==> config.mk <==
export PLATFORM = sky130hd
export DESIGN_NAME = spi_master_transmit_only_flat
export DESIGN_NICKNAME = d
export VERILOG_FILES = /design/src/rtl/spi_master_transmit_only_if.sv /design/src/rtl/spi_master_transmit_only.sv /design/src/flat_wrapper.sv
export SDC_FILE = /design/constraint.sdc
export NUM_CORES = 1
export LEC_CHECK = 0
export BUFFER_PORTS_ARGS = -buffer_cell sky130_fd_sc_hd__buf_2
export CORE_ASPECT_RATIO = 1.4
export CORE_MARGIN = 10
export CORE_UTILIZATION = 40
export CTS_BUF_LIST = sky130_fd_sc_hd__clkbuf_8
export CTS_CLUSTER_DIAMETER = 150
export DETAILED_ROUTE_END_ITERATION = 16
export SLEW_MARGIN = 20
export SYNTH_ARGS = -nofsm -noshare
export SYNTH_HDL_FRONTEND = slang
export SYNTH_SLANG_ARGS = --single-unit
export TNS_END_PERCENT = 30
==> constraint.sdc <==
create_clock -name clk -period 2.3 [get_ports clk]
set_clock_uncertainty 0.05 [all_clocks]
set_input_delay 0.115 -clock clk [delete_from_list [all_inputs] [get_ports clk]]
set_output_delay 0.115 -clock clk [all_outputs]
set_load 0.005 [all_outputs]
==> src/rtl/spi_master_transmit_only_if.sv <==
// Frame request/serial-output bundle for spi_master_transmit_only.
// master: the transmitter side. slave: the requester/monitor side.
interface spi_master_transmit_only_if;
  logic        valid;
  logic [15:0] xpos;
  logic [15:0] ypos;
  logic        ready;
  logic        busy;
  logic        done;
  logic        sck;
  logic        sdo;

  modport master (input valid, xpos, ypos, output ready, busy, done, sck, sdo);
  modport slave  (output valid, xpos, ypos, input ready, busy, done, sck, sdo);
endinterface

==> src/rtl/spi_master_transmit_only.sv <==
// Chip-select-less SPI transmitter: serialises {xpos,ypos} MSB first, sdo changes on sck rise.
// Optional macro SPI_TX_FLUSH_EN adds one trailing sck pulse (sdo=0) after each frame.
module spi_master_transmit_only #(
  parameter int CLK_DIV    = 2,
  parameter int GAP_CYCLES = 4
) (
  input  logic                          clk,
  input  logic                          reset,
  spi_master_transmit_only_if.master    bus
);

  localparam int DW = $clog2(CLK_DIV + 1);
  localparam int GW = (GAP_CYCLES > 0) ? $clog2(GAP_CYCLES + 1) : 1;
  localparam logic [DW-1:0] DIV_LAST = DW'(CLK_DIV - 1);
  localparam logic [GW-1:0] GAP_LAST = GW'((GAP_CYCLES > 0) ? GAP_CYCLES - 1 : 0);

`ifdef SPI_TX_FLUSH_EN
  typedef enum logic [2:0] {IDLE, HIGH, LOW, GAP, FLUSH} state_t;
`else
  typedef enum logic [2:0] {IDLE, HIGH, LOW, GAP} state_t;
`endif

  state_t        state, state_n;
  logic [31:0]   shreg, shreg_n;     // bit 31 is always the next bit to send
  logic [4:0]    bitcnt, bitcnt_n;
  logic [DW-1:0] divcnt, divcnt_n;
  logic [GW-1:0] gapcnt, gapcnt_n;
  logic          sck_q, sck_n;
  logic          sdo_q, sdo_n;
  logic          done_q, done_n;
  logic          enter_tail;

  always_ff @(posedge clk) begin
    if (reset) begin
      state  <= IDLE;
      shreg  <= '0;
      bitcnt <= '0;
      divcnt <= '0;
      gapcnt <= '0;
      sck_q  <= 1'b0;
      sdo_q  <= 1'b0;
      done_q <= 1'b0;
    end else begin
      state  <= state_n;
      shreg  <= shreg_n;
      bitcnt <= bitcnt_n;
      divcnt <= divcnt_n;
      gapcnt <= gapcnt_n;
      sck_q  <= sck_n;
      sdo_q  <= sdo_n;
      done_q <= done_n;
    end
  end

  always_comb begin
    state_n    = state;
    shreg_n    = shreg;
    bitcnt_n   = bitcnt;
    divcnt_n   = divcnt;
    gapcnt_n   = gapcnt;
    sck_n      = sck_q;
    sdo_n      = sdo_q;
    done_n     = 1'b0;
    enter_tail = 1'b0;

    case (state)
      IDLE: begin
        if (bus.valid) begin
          shreg_n  = {bus.xpos[14:0], bus.ypos, 1'b0};
          sdo_n    = bus.xpos[15];
          sck_n    = 1'b1;
          bitcnt_n = 5'd31;
          divcnt_n = '0;
          state_n  = HIGH;
        end
      end
      HIGH: begin
        if (divcnt == DIV_LAST) begin
          divcnt_n = '0;
          sck_n    = 1'b0;
          state_n  = LOW;
        end else begin
          divcnt_n = divcnt + DW'(1);
        end
      end
      LOW: begin
        if (divcnt == DIV_LAST) begin
          divcnt_n = '0;
          if (bitcnt != 5'd0) begin
            bitcnt_n = bitcnt - 5'd1;
            sdo_n    = shreg[31];
            shreg_n  = {shreg[30:0], 1'b0};
            sck_n    = 1'b1;
            state_n  = HIGH;
          end else begin
`ifdef SPI_TX_FLUSH_EN
            sck_n   = 1'b1;
            sdo_n   = 1'b0;
            state_n = FLUSH;
`else
            enter_tail = 1'b1;
`endif
          end
        end else begin
          divcnt_n = divcnt + DW'(1);
        end
      end
`ifdef SPI_TX_FLUSH_EN
      // sck itself tells which half of the flush pulse is running.
      FLUSH: begin
        if (divcnt == DIV_LAST) begin
          divcnt_n = '0;
          if (sck_q) sck_n = 1'b0;
          else       enter_tail = 1'b1;
        end else begin
          divcnt_n = divcnt + DW'(1);
        end
      end
`endif
      GAP: begin
        if (gapcnt == GAP_LAST) begin
          state_n = IDLE;
          done_n  = 1'b1;
        end else begin
          gapcnt_n = gapcnt + GW'(1);
        end
      end
      default: state_n = IDLE;
    endcase

    // Frame tail: quiet the line, then gap (or straight to IDLE with no gap).
    if (enter_tail) begin
      sck_n    = 1'b0;
      sdo_n    = 1'b0;
      gapcnt_n = '0;
      if (GAP_CYCLES == 0) begin
        state_n = IDLE;
        done_n  = 1'b1;
      end else begin
        state_n = GAP;
      end
    end
  end

  assign bus.ready = (state == IDLE);
  assign bus.busy  = (state != IDLE);
  assign bus.done  = done_q;
  assign bus.sck   = sck_q;
  assign bus.sdo   = sdo_q;

endmodule
==> src/flat_wrapper.sv <==
// flat-port wrapper written by rule: the top's interface ports become plain ports
module spi_master_transmit_only_flat 
#(
  parameter int CLK_DIV    = 2,
  parameter int GAP_CYCLES = 4
)
  (clk, reset, bus_valid, bus_xpos, bus_ypos, bus_ready, bus_busy, bus_done, bus_sck, bus_sdo);
  spi_master_transmit_only_if bus_i ();
  input  logic clk;
  input  logic reset;
  input wire logic [$bits(bus_i.valid)-1:0] bus_valid;
  input wire logic [$bits(bus_i.xpos)-1:0] bus_xpos;
  input wire logic [$bits(bus_i.ypos)-1:0] bus_ypos;
  output wire logic [$bits(bus_i.ready)-1:0] bus_ready;
  output wire logic [$bits(bus_i.busy)-1:0] bus_busy;
  output wire logic [$bits(bus_i.done)-1:0] bus_done;
  output wire logic [$bits(bus_i.sck)-1:0] bus_sck;
  output wire logic [$bits(bus_i.sdo)-1:0] bus_sdo;
  assign bus_i.valid = bus_valid;
  assign bus_i.xpos = bus_xpos;
  assign bus_i.ypos = bus_ypos;
  assign bus_ready = bus_i.ready;
  assign bus_busy = bus_i.busy;
  assign bus_done = bus_i.done;
  assign bus_sck = bus_i.sck;
  assign bus_sdo = bus_i.sdo;
  spi_master_transmit_only #(.CLK_DIV(CLK_DIV), .GAP_CYCLES(GAP_CYCLES)) u_core (.clk(clk), .reset(reset), .bus(bus_i));
endmodule
==> out/qor.yml, run 1 <==
pwr:
  clkPwrFrac_pct: 18.9
  p_leak_nw: 0.977
  swShare_pct: 37.5
  p_per_area_nw_per_um2: 1110
  netSwitchingPower_mw: 1.08
  seq_power_share_pct: 42.3
  p_comb_share_pct: 38.8
  vdd_drop_max_v: 0.000591
  internal_power_mw: 1.80
worst_setup_path:
  r2r_start: "u_core.state[0]$_SDFFE_PP0P_"
  worst-setup-path-type: "register to register"
  startpoint: "u_core.state[0]$_SDFFE_PP0P_"
  reg2reg_depth: 6
  cpPeakStageDelay_ps: 480
  crit_chain: "inv_1 -> ha_2 -> nand4_1 -> buf_12 -> a21oi_1 -> a211oi_1"
  rrSetupSlack_ps: 240
  r2r-end: "u_core.shreg[11]$_SDFFE_PP0P_"
  crit_end: "u_core.shreg[11]$_SDFFE_PP0P_"
  crit_family: "simple AND/OR/NAND/NOR gates"
  cp.arrival_ps: 2190
  crit_cells: 6
  cp_data_required_time_ps: 2430
  worst-path-buf-inv: 2
  start_kind: "register"
  cp_slowest_cell: "nand4_1"
  worst_setup_path_end_kind: "register"
  cp_max_fo: 21
clock_network:
  clk_latency_ps: 300
  clk_path_buf_depth: 2
  cts_tree: "done"
  clk_pin_slew_ps: 90
  ctsHoldBuffers: 0
  cts_buffers: 5
  clock-root-buffer: "clkbuf_8"
  cts_max_level: 2
  cts.sinks: 46
sta:
  setup_tns_ps: 0
  layout_min_cycle_time_ps: 2060
  grt_setup_unrepaired: "false"
  slew_viol_final: 0
  setup_violations: 0
  finalHoldViolCount: 0
  worstMarginPinSlew_ps: 492
  relSlewSlack_pct: 67.1
  finalCritPeriodShare_pct: 89.5
  max_freq_mhz: 486
yosys:
  syn_nets: 278
  syn_area_per_cell_um2: 9.46
  ys_seq_area_share_pct: 41.4
  syn-instance-count: 235
  synth.cell_area_um2: 2220
  ys_types: 34
  ys_ff_latch: 46
  ys.warnings.count: 0
grt:
  grt_use_total_pct: 11.2
  antenna_found_initial: 0
  grt_remaining_overflow: 0
  met1_usage_pct: 13.7
  gr-usage-met3_pct: 2.78
  grt_max_degree: 25
  use_met2_pct: 18.4
  grt_first_pass_wirelength_mm: 8.65
  grt_pass1_vias: 1852
  top_usage_layer: "met2"
layout:
  fin_area_um2: 2590
  fin_nets: 313
  drive_above_1_share_pct: 23.2
  syn_to_final_growth_pct: 16.6
  antenna_cells: 0
placed_design:
  dpl_cell_area_um2: 2490
  hpwlAfterDp_mm: 3.69
  portBuffers: 39
  gp_congestion: 0.816
die:
  start_util_pct: 40.8
  die_width_um: 83.0
  dieArea_um2: 8980
  die_height_um: 108
  ios: 40
  core_area_um2: 5450
  std_cell_rows: 32
route:
  drc_errors: 0
  antenna_left: 0
  vias: 1839
  first_pass_iters: 4
  vias_per_cell: 5.42
  wire_per_inst_um: 15.2
  drtIter0Drc: 108
  wl_mm: 5.17
job:
  max_cap_viol_count: 0
status:
  status: "finished, final reports clean"
min_path:
  hold_path_class: "input pin to register"
  hold_start: "bus_ypos[0]"
## kinds of logic (layout without fill, tap and decap cells)
family                     after synthesis  in the layout  share of synthesized area, %
AOI/OAI and AO/OA                       89             89                          26.1
and+or+nand+nor                         29             29                          6.92
muxes                                   32             32                          14.4
adders and majority gates                8              8                          4.50
buffers and inverters                   30             66                          6.25
xor gates and xnor gates                 1              1                         0.394
DFF                                     46             46                          41.4
## through the flow
step / util (%) / total power, mW / hold slack, ps / cells / setup slack, ps
global route: 47.6 / 3.11 / 74.8 / 339 / 45.9
CTS: 47.6 / 2.90 / 88.2 / 339 / 128
global placement: 45.7 / 2.33 / 408 / 331 / 280
floorplan: - / 2.06 / 234 / 235 / 369
finish: 47.6 / 2.88 / 77.1 / 339 / 241
detailed placement: 45.7 / 2.36 / 404 / 331 / 103
## sequential cells by signal, summed over array words and instances (netlist names)
signal and flops:
u_core.bus.sdo 1, u_core.state 2, u_core.bus.sck 1, u_core.bus.done 1
u_core.bitcnt 5, u_core.shreg 31, u_core.gapcnt 3, u_core.divcnt 2
## worst reg2reg max path, cell delays in order, from the launching register on
cell and delay, ps:
dfxtp_1 350, inv_1 110, ha_2 390, nand4_1 480, buf_12 340, a21oi_1 150, a211oi_1 70
## cells in the final DEF (no fill, tap or decap), types with 2 or more instances in the layout
master and count:
mux2i_1 32, ha_1 7, nor2_1 7, nand2b_1 3
o21ai_0 5, buf_2 39, buf_4 9, nand4_1 2
dfxtp_1 46, a211oi_1 34, nand2_1 4, clkbuf_8 6
nor3_1 3, a21oi_1 38, nor2b_1 2, inv_1 9
a31oi_1 2
## Yosys cell counts (all sizes together)
library cell / n / area [um^2]
dfxtp: 46 / 921
a21oi: 38 / 190
a211oi: 35 / 275
mux2i: 32 / 320
buf: 16 / 86.3
inv: 9 / 33.8
ha: 8 / 100
nor2: 8 / 30.0
clkbuf: 5 / 18.8
o21ai: 5 / 25.0
nand2: 4 / 15.0
nand2b: 3 / 18.8
nor2b: 3 / 18.8
nor3: 3 / 15.0
a31oi: 2 / 12.5
nand4: 2 / 12.5
a211o: 1 / 8.76
a21o: 1 / 7.51
a221oi: 1 / 8.76
a311oi: 1 / 8.76
a31o: 1 / 8.76
a41oi: 1 / 8.76
and4: 1 / 8.76
nand3: 1 / 5.00
nand3b: 1 / 7.51
nand4b: 1 / 8.76
o221a: 1 / 11.3
o22ai: 1 / 6.26
o41ai: 1 / 8.76
or3: 1 / 6.26
or4: 1 / 7.51
xnor2: 1 / 8.76
## final cells by class
cell class	instances	area, um^2
sequential	46	921
tap	68	85.1
timing repair buffer	49	283
multi-input combinational	159	1170
clock buffer	6	82.6
fill	574	2850
clock inverter	2	16.3
inverter	9	33.8
## how the worst min path moves through the flow
| stage | endpoint | cells after the start | slack, ps |
|---|---|---|---|
| 2_1_floorplan | u_core.shreg[1]$_SDFFE_PP0P_ | 2 | 230 |
| 3_5_place_dp | u_core.divcnt[1]$_SDFFE_PP0P_ | 2 | 400 |
| 6_report | u_core.shreg[1]$_SDFFE_PP0P_ | 3 | 80 |
| 5_1_grt | u_core.shreg[1]$_SDFFE_PP0P_ | 3 | 70 |
| 3_3_place_gp | u_core.divcnt[1]$_SDFFE_PP0P_ | 2 | 410 |
| 4_1_cts | u_core.shreg[1]$_SDFFE_PP0P_ | 3 | 90 |
## what timing repair did
| item | in CTS | in global routing |
|---|---|---|
| setup endpoints to repair | 0 | 6 |
| buffers inserted | 0 | 0 |
| gates resized for setup | 0 | 1 |
## power by group through the flow
stage	clock, mW	sequential, mW	combinational [mW]
after floorplan	0	1.19	0.867
after global placement	0	1.23	1.10
after detailed placement	0	1.23	1.12
after CTS	0.553	1.22	1.13
after global routing	0.591	1.26	1.26
final	0.544	1.22	1.12
## routing by layer
layer	vias up	wire length [um]
met1	852	2520
li1	946	-
met3	6	148
met5	-	0
met4	0	51
met2	35	2450
No activity file was read; power rests on OpenSTA's default activity.
==> run 2, diff against run 1 <==
- CORE_MARGIN: 10 -> default
- RECOVER_POWER: default -> 50
==> run 2 against run 1 <==
- design area down 1.3%
- die area down 35%
- worst hold slack gained 7.9 ps
- combinational power hardly changed
- largest power group unchanged
- global-route usage grew 6.4 points
- sequential share of layout area increased by 0.47 points
- worst setup slack worse by 81 ps
- sequential cell count stayed put
- final cell count is 0.59% lower
- register-to-register slack got worse by 80 ps
- first-iteration DRC count is 43% lower
==> out/qor.yml, run 2 (synthesized netlist as in run 1, its figures left out) <==
pwr:
  netSwitchingPower_mw: 1.06  # -2.5%
  vdd_drop_max_v: 0.000514  # -13%
  clkPwrFrac_pct: 17.3  # -1.6 points
  p_leak_nw: 0.966  # -1.2%
  swShare_pct: 37.7  # +0.10 points
  seq_power_share_pct: 43.3  # +1.0 points
  p_per_area_nw_per_um2: 1100  # -1.5%
  p_comb_share_pct: 39.4  # +0.6 points
  internal_power_mw: 1.75  # -3.0%
sta:
  setup_violations: 0  # unchanged
  finalHoldViolCount: 0  # unchanged
  layout_min_cycle_time_ps: 2140  # +80.7 ps
  setup_tns_ps: 0  # unchanged
  worstMarginPinSlew_ps: 543  # +51.5 ps
  relSlewSlack_pct: 63.7  # -3.4 points
  finalCritPeriodShare_pct: 93.0  # +3.5 points
  grt_setup_unrepaired: "false"
  hold-worst-slack_ps: 85.0  # +7.94 ps
  max_freq_mhz: 467  # -3.8%
  slew_viol_final: 0  # unchanged
layout:
  reg_top3: "u_core.shreg: 31 flops, u_core.bitcnt: 5 flops, u_core.gapcnt: 3 flops"
  fin_nets: 313  # unchanged
  final_cell_mix: "dfxtp_1 (46), a21oi_1 (38), buf_2 (38)"
  largest_register_ffs: 31  # unchanged
  final-instance-count-excl-fill: 337  # -0.59%
  drive_above_1_share_pct: 22.1  # -1.1 points
  largest-register: "u_core.shreg"
  syn_to_final_growth_pct: 15.1
  antenna_cells: 0  # unchanged
  final_common_cell: "dfxtp_1"
clock_network:
  ctsHoldBuffers: 0  # unchanged
  cts_buffers: 5  # unchanged
  cts_max_level: 2  # unchanged
  clock-root-buffer: "clkbuf_8"
  cts_resized: 0  # unchanged
  clk_pin_slew_ps: 90  # about the same
  cts.sinks: 46  # unchanged
  clk_path_buf_depth: 2  # unchanged
  clk_latency_ps: 300  # about the same
  cts_tree: "done"
  postCtsSetupBuffers: 0  # unchanged
worst_setup_path:
  r2r-end: "u_core.bitcnt[1]$_SDFFE_PP0P_"
  reg2reg_depth: 7  # +1
  startpoint: "u_core.state[0]$_SDFFE_PP0P_"
  cp_slowest_cell: "nor2b_1"
  worst_setup_path_end_kind: "register"
  cpPeakStageDelay_ps: 490  # about the same
  cp_max_fo: 15  # -29%
  worst-setup-path-type: "register to register"
  r2r_start: "u_core.state[0]$_SDFFE_PP0P_"
  crit_cells: 7  # +1
  crit_end: "u_core.bitcnt[1]$_SDFFE_PP0P_"
  rrSetupSlack_ps: 160  # -80 ps
  worst-path-buf-inv: 2  # unchanged
  crit_chain: "inv_1 -> ha_1 -> nor2b_1 -> a211o_1 -> nor2_2 -> buf_4 -> a311oi_1"
  cp.arrival_ps: 2310  # +120 ps
  start_kind: "register"
  crit_family: "simple AND/OR/NAND/NOR gates"
  cp_data_required_time_ps: 2470  # +40 ps
grt:
  grt_pass1_vias: 1787  # -3.5%
  grt_remaining_overflow: 0  # unchanged
  grt_first_pass_wirelength_mm: 8.11  # -6.1%
  antenna_found_initial: 0  # unchanged
  grt_use_total_pct: 17.6  # +6.4 points
  grt_max_degree: 36  # +44%
route:
  vias: 1836  # -0.16%
  first_pass_iters: 4  # unchanged
  wire_per_inst_um: 14.4  # -5.5%
  drc_errors: 0  # unchanged
  antenna_left: 0  # unchanged
  vias_per_cell: 5.45  # +0.43%
  drtIter0Drc: 62  # -43%
  wl_mm: 4.85  # -6.1%
die:
  std_cell_rows: 31  # -3.1%
  die_width_um: 65.0  # -22%
  core_area_um2: 5280  # -3.1%
  ios: 40  # unchanged
  die_height_um: 90.2  # -17%
  dieArea_um2: 5860  # -35%
  start_util_pct: 42.1  # +1.3 points
placed_design:
  portBuffers: 39  # unchanged
  dp_cells: 329  # -0.60%
  gp_congestion: 0.798  # -2.2%
  hpwlAfterDp_mm: 3.29  # -11%
min_path:
  hold_path_class: "input pin to register"
status:
  status: "finished, final reports clean"
job:
  max_cap_viol_count: 0  # unchanged
==> run 2: area by class of cell <==
type                    count  area, um^2
clock buffers               5        68.8
clock inverters             3        17.5
fillers                   534        2720
inverters                   9        33.8
multi-input cells         159        1170
flip-flops and latches     46         921
well taps                  66        82.6
repair buffers             49         267
==> run 2: how the worst min path moves through the flow <==
stage	from	endpoint	slack (ps)	depth (start not counted)
6_report	bus_ypos[0]	u_core.shreg[1]$_SDFFE_PP0P_	90	3
5_1_grt	bus_ypos[0]	u_core.shreg[1]$_SDFFE_PP0P_	70	3
4_1_cts	bus_ypos[0]	u_core.shreg[1]$_SDFFE_PP0P_	80	3
3_5_place_dp	u_core.divcnt[1]$_SDFFE_PP0P_	u_core.divcnt[1]$_SDFFE_PP0P_	410	2
3_3_place_gp	bus_ypos[14]	u_core.shreg[15]$_SDFFE_PP0P_	410	3
2_1_floorplan	bus_ypos[0]	u_core.shreg[1]$_SDFFE_PP0P_	230	2
==> run 2: per-layer routing <==
layer  vias to the layer above  part of all wire (%)  GRT usage [%]
met2                        39                    47           28.6
met5                         -                     0              0
met1                       845                    48           22.2
li1                        944                     -              -
met4                         0                   1.7           6.16
met3                         8                   3.5           4.31
==> run 2: worst min-delay path, stage by stage <==
cell and delay [ps]:
buf_2 100, nand4b_1 110, a21oi_1 70
==> run 2: power by group through the flow <==
stage / Sequential [mW] / Combinational (mW) / Clock [mW]
global placement: 1.23 / 1.12 / 0
detailed placement: 1.23 / 1.14 / 0
floorplan: 1.19 / 0.867 / 0
finish: 1.21 / 1.10 / 0.485
global route: 1.25 / 1.24 / 0.541
CTS: 1.21 / 1.14 / 0.506
==> run 2: stage by stage <==
stage               total power [mW]  util [%]  cell area (um^2)  setup WS, ps
floorplan                       2.06         -              2220           369
global placement                2.35      47.2              2490           253
detailed placement              2.37      47.2              2490           178
CTS                             2.86      48.8              2570           161
global route                    3.03      48.5              2560          1.02
finish                          2.80      48.5              2560           160
==> run 3, diff against run 2 <==
- BUFFER_PORTS_ARGS: -buffer_cell sky130_fd_sc_hd__buf_2 -> default
- DONT_BUFFER_PORTS: default -> 1
==> run 3 against run 2 <==
- design area shrank 0.88%
- sequential share of layout area up 0.32 points
- routed wire length decreased by 0.21%
- largest cell class unchanged
- sequential power about the same
- utilization is 0.43 points lower
- register-to-register slack improved by 70 ps
==> out/qor.yml, run 3 (synthesized netlist as in run 1, its figures left out) <==
route:
  antenna_left: 0  # unchanged
  vias: 1742  # -5.1%
  drc_errors: 0  # unchanged
  wl_mm: 4.84  # -0.21%
  wire_per_inst_um: 15.8  # +9.5%
  first_pass_iters: 4  # unchanged
  drtIter0Drc: 75  # +21%
  vias_per_cell: 5.67  # +4.2%
sta:
  finalHoldViolCount: 0  # unchanged
  worstMarginPinSlew_ps: 463  # -80.1 ps
  finalCritPeriodShare_pct: 90.0  # -3.0 points
  layout_min_cycle_time_ps: 2070  # -69.6 ps
  max_freq_mhz: 483  # +3.4%
  setup_ws_ps: 229  # +69.6 ps
  setup_violations: 0  # unchanged
  setup_tns_ps: 0  # unchanged
  grt_setup_unrepaired: "false"
  relSlewSlack_pct: 68.9  # +5.2 points
  slew_viol_final: 0  # unchanged
layout:
  drive_above_1_share_pct: 8.30  # -14 points
  fin_nets: 284  # -9.3%
  reg_top3: "u_core.shreg: 31 flops, u_core.bitcnt: 5 flops, u_core.gapcnt: 3 flops"
  syn_to_final_growth_pct: 14.1
  largest_register_ffs: 31  # unchanged
  final_cell_mix: "dfxtp_1 (46), a21oi_1 (38), a211oi_1 (34)"
  largest-register: "u_core.shreg"
  antenna_cells: 0  # unchanged
  final_common_cell: "dfxtp_1"
clock_network:
  clk_pin_slew_ps: 80  # about the same
  cts.sinks: 46  # unchanged
  clock-root-buffer: "clkbuf_8"
  cts_buffers: 5  # unchanged
  cts_tree: "done"
  clk_latency_ps: 300  # about the same
  postCtsSetupBuffers: 0  # unchanged
  clk_path_buf_depth: 2  # unchanged
  cts_max_level: 2  # unchanged
job:
  max_cap_viol_count: 0  # unchanged
die:
  die_height_um: 90.2  # unchanged
  dieArea_um2: 5860  # unchanged
  die_width_um: 65.0  # unchanged
  ios: 40  # unchanged
  std_cell_rows: 31  # unchanged
  start_util_pct: 42.1  # unchanged
  core_area_um2: 5280  # unchanged
grt:
  grt_use_total_pct: 17.9  # +0.36 points
  grt_max_degree: 42  # +17%
  antenna_found_initial: 0  # unchanged
  grt_pass1_vias: 1766  # -1.2%
  grt_remaining_overflow: 0  # unchanged
  grt_first_pass_wirelength_mm: 8.29  # +2.2%
worst_setup_path:
  r2r_start: "u_core.state[0]$_SDFFE_PP0P_"
  worst-path-buf-inv: 2  # unchanged
  cp_max_fo: 32  # +17
  cpPeakStageDelay_ps: 390  # -100 ps
  startpoint: "u_core.state[0]$_SDFFE_PP0P_"
  start_kind: "register"
  cp_data_required_time_ps: 2410  # -60 ps
  worst_setup_path_end_kind: "register"
  cp_slowest_cell: "dfxtp_1"
  crit_chain: "inv_1 -> ha_1 -> nor2b_2 -> a211o_1 -> nor2_1 -> buf_12 -> a311oi_1"
  worst-setup-path-type: "register to register"
  crit_family: "compound AO/OA/AOI/OAI gates"
  cp.arrival_ps: 2180  # -130 ps
pwr:
  p_leak_nw: 0.880  # -8.9%
  p_per_area_nw_per_um2: 1150  # +4.9%
  vdd_drop_max_v: 0.000537  # +4.4%
placed_design:
  gp_congestion: 0.766  # -4.0%
  post-place-ws_ps: 157  # -20.9 ps
  portBuffers: 0  # -100%
  hpwlAfterDp_mm: 3.11  # -5.5%
status:
  status: "finished, final reports clean"
min_path:
  hold_start: "bus_xpos[6]"
  hold_path_class: "input pin to register"
==> run 3: layout make-up <==
type,instances,area (um^2)
multi-input cells,159,1170
well taps,66,82.6
inverters,9,33.8
clock buffers,6,82.6
fillers,530,2740
flip-flops and latches,46,921
repair buffers,20,218
clock inverters,1,30.0
==> run 3: layer usage <==
layer,global-route usage (%),wire (um),up-vias
li1,-,-,886
met1,22.6,2160,818
met2,28.6,2360,32
met3,5.84,252,6
met4,5.80,70,0
met5,0,0,-
==> run 3: path summary, 6_finish.rpt <==
kind                            slack (ps)  cells after the start                            end
worst min-delay path                     4                      2  u_core.shreg[23]$_SDFFE_PP0P_
worst max-delay path                   230                      7  u_core.bitcnt[1]$_SDFFE_PP0P_
worst min register to register         420                      2  u_core.divcnt[1]$_SDFFE_PP0P_
worst max register to register         230                      7  u_core.bitcnt[1]$_SDFFE_PP0P_
==> run 3: metrics by stage <==
step	cell area [um^2]	utilization (%)	instances	hold WS, ps	power, mW
after detailed placement	2280	43.3	287	142	2.30
final	2540	48.1	307	3.84	2.92
after global placement	2280	43.3	287	141	2.28
after floorplan	2220	-	235	234	2.06
after global routing	2540	48.1	307	1.01	3.13
after CTS	2540	48.1	307	0.384	2.95
==> run 3: repair_timing <==
item / 4_1_cts / 5_1_grt
hold buffers: 13 / 0
hold endpoints to repair: 42 / 0
setup endpoints to repair: 0 / 10
resized for setup: 0 / 1
==> run 3: power breakdown <==
group / leakage [nW] / switching (mW) / total (mW) / internal [mW]
Combinational: 0.442 / 0.611 / 1.09 / 0.477
Sequential: 0.381 / 0.155 / 1.22 / 1.06
Clock: 0.0573 / 0.260 / 0.608 / 0.348
Total: 0.880 / 1.03 / 2.92 / 1.89
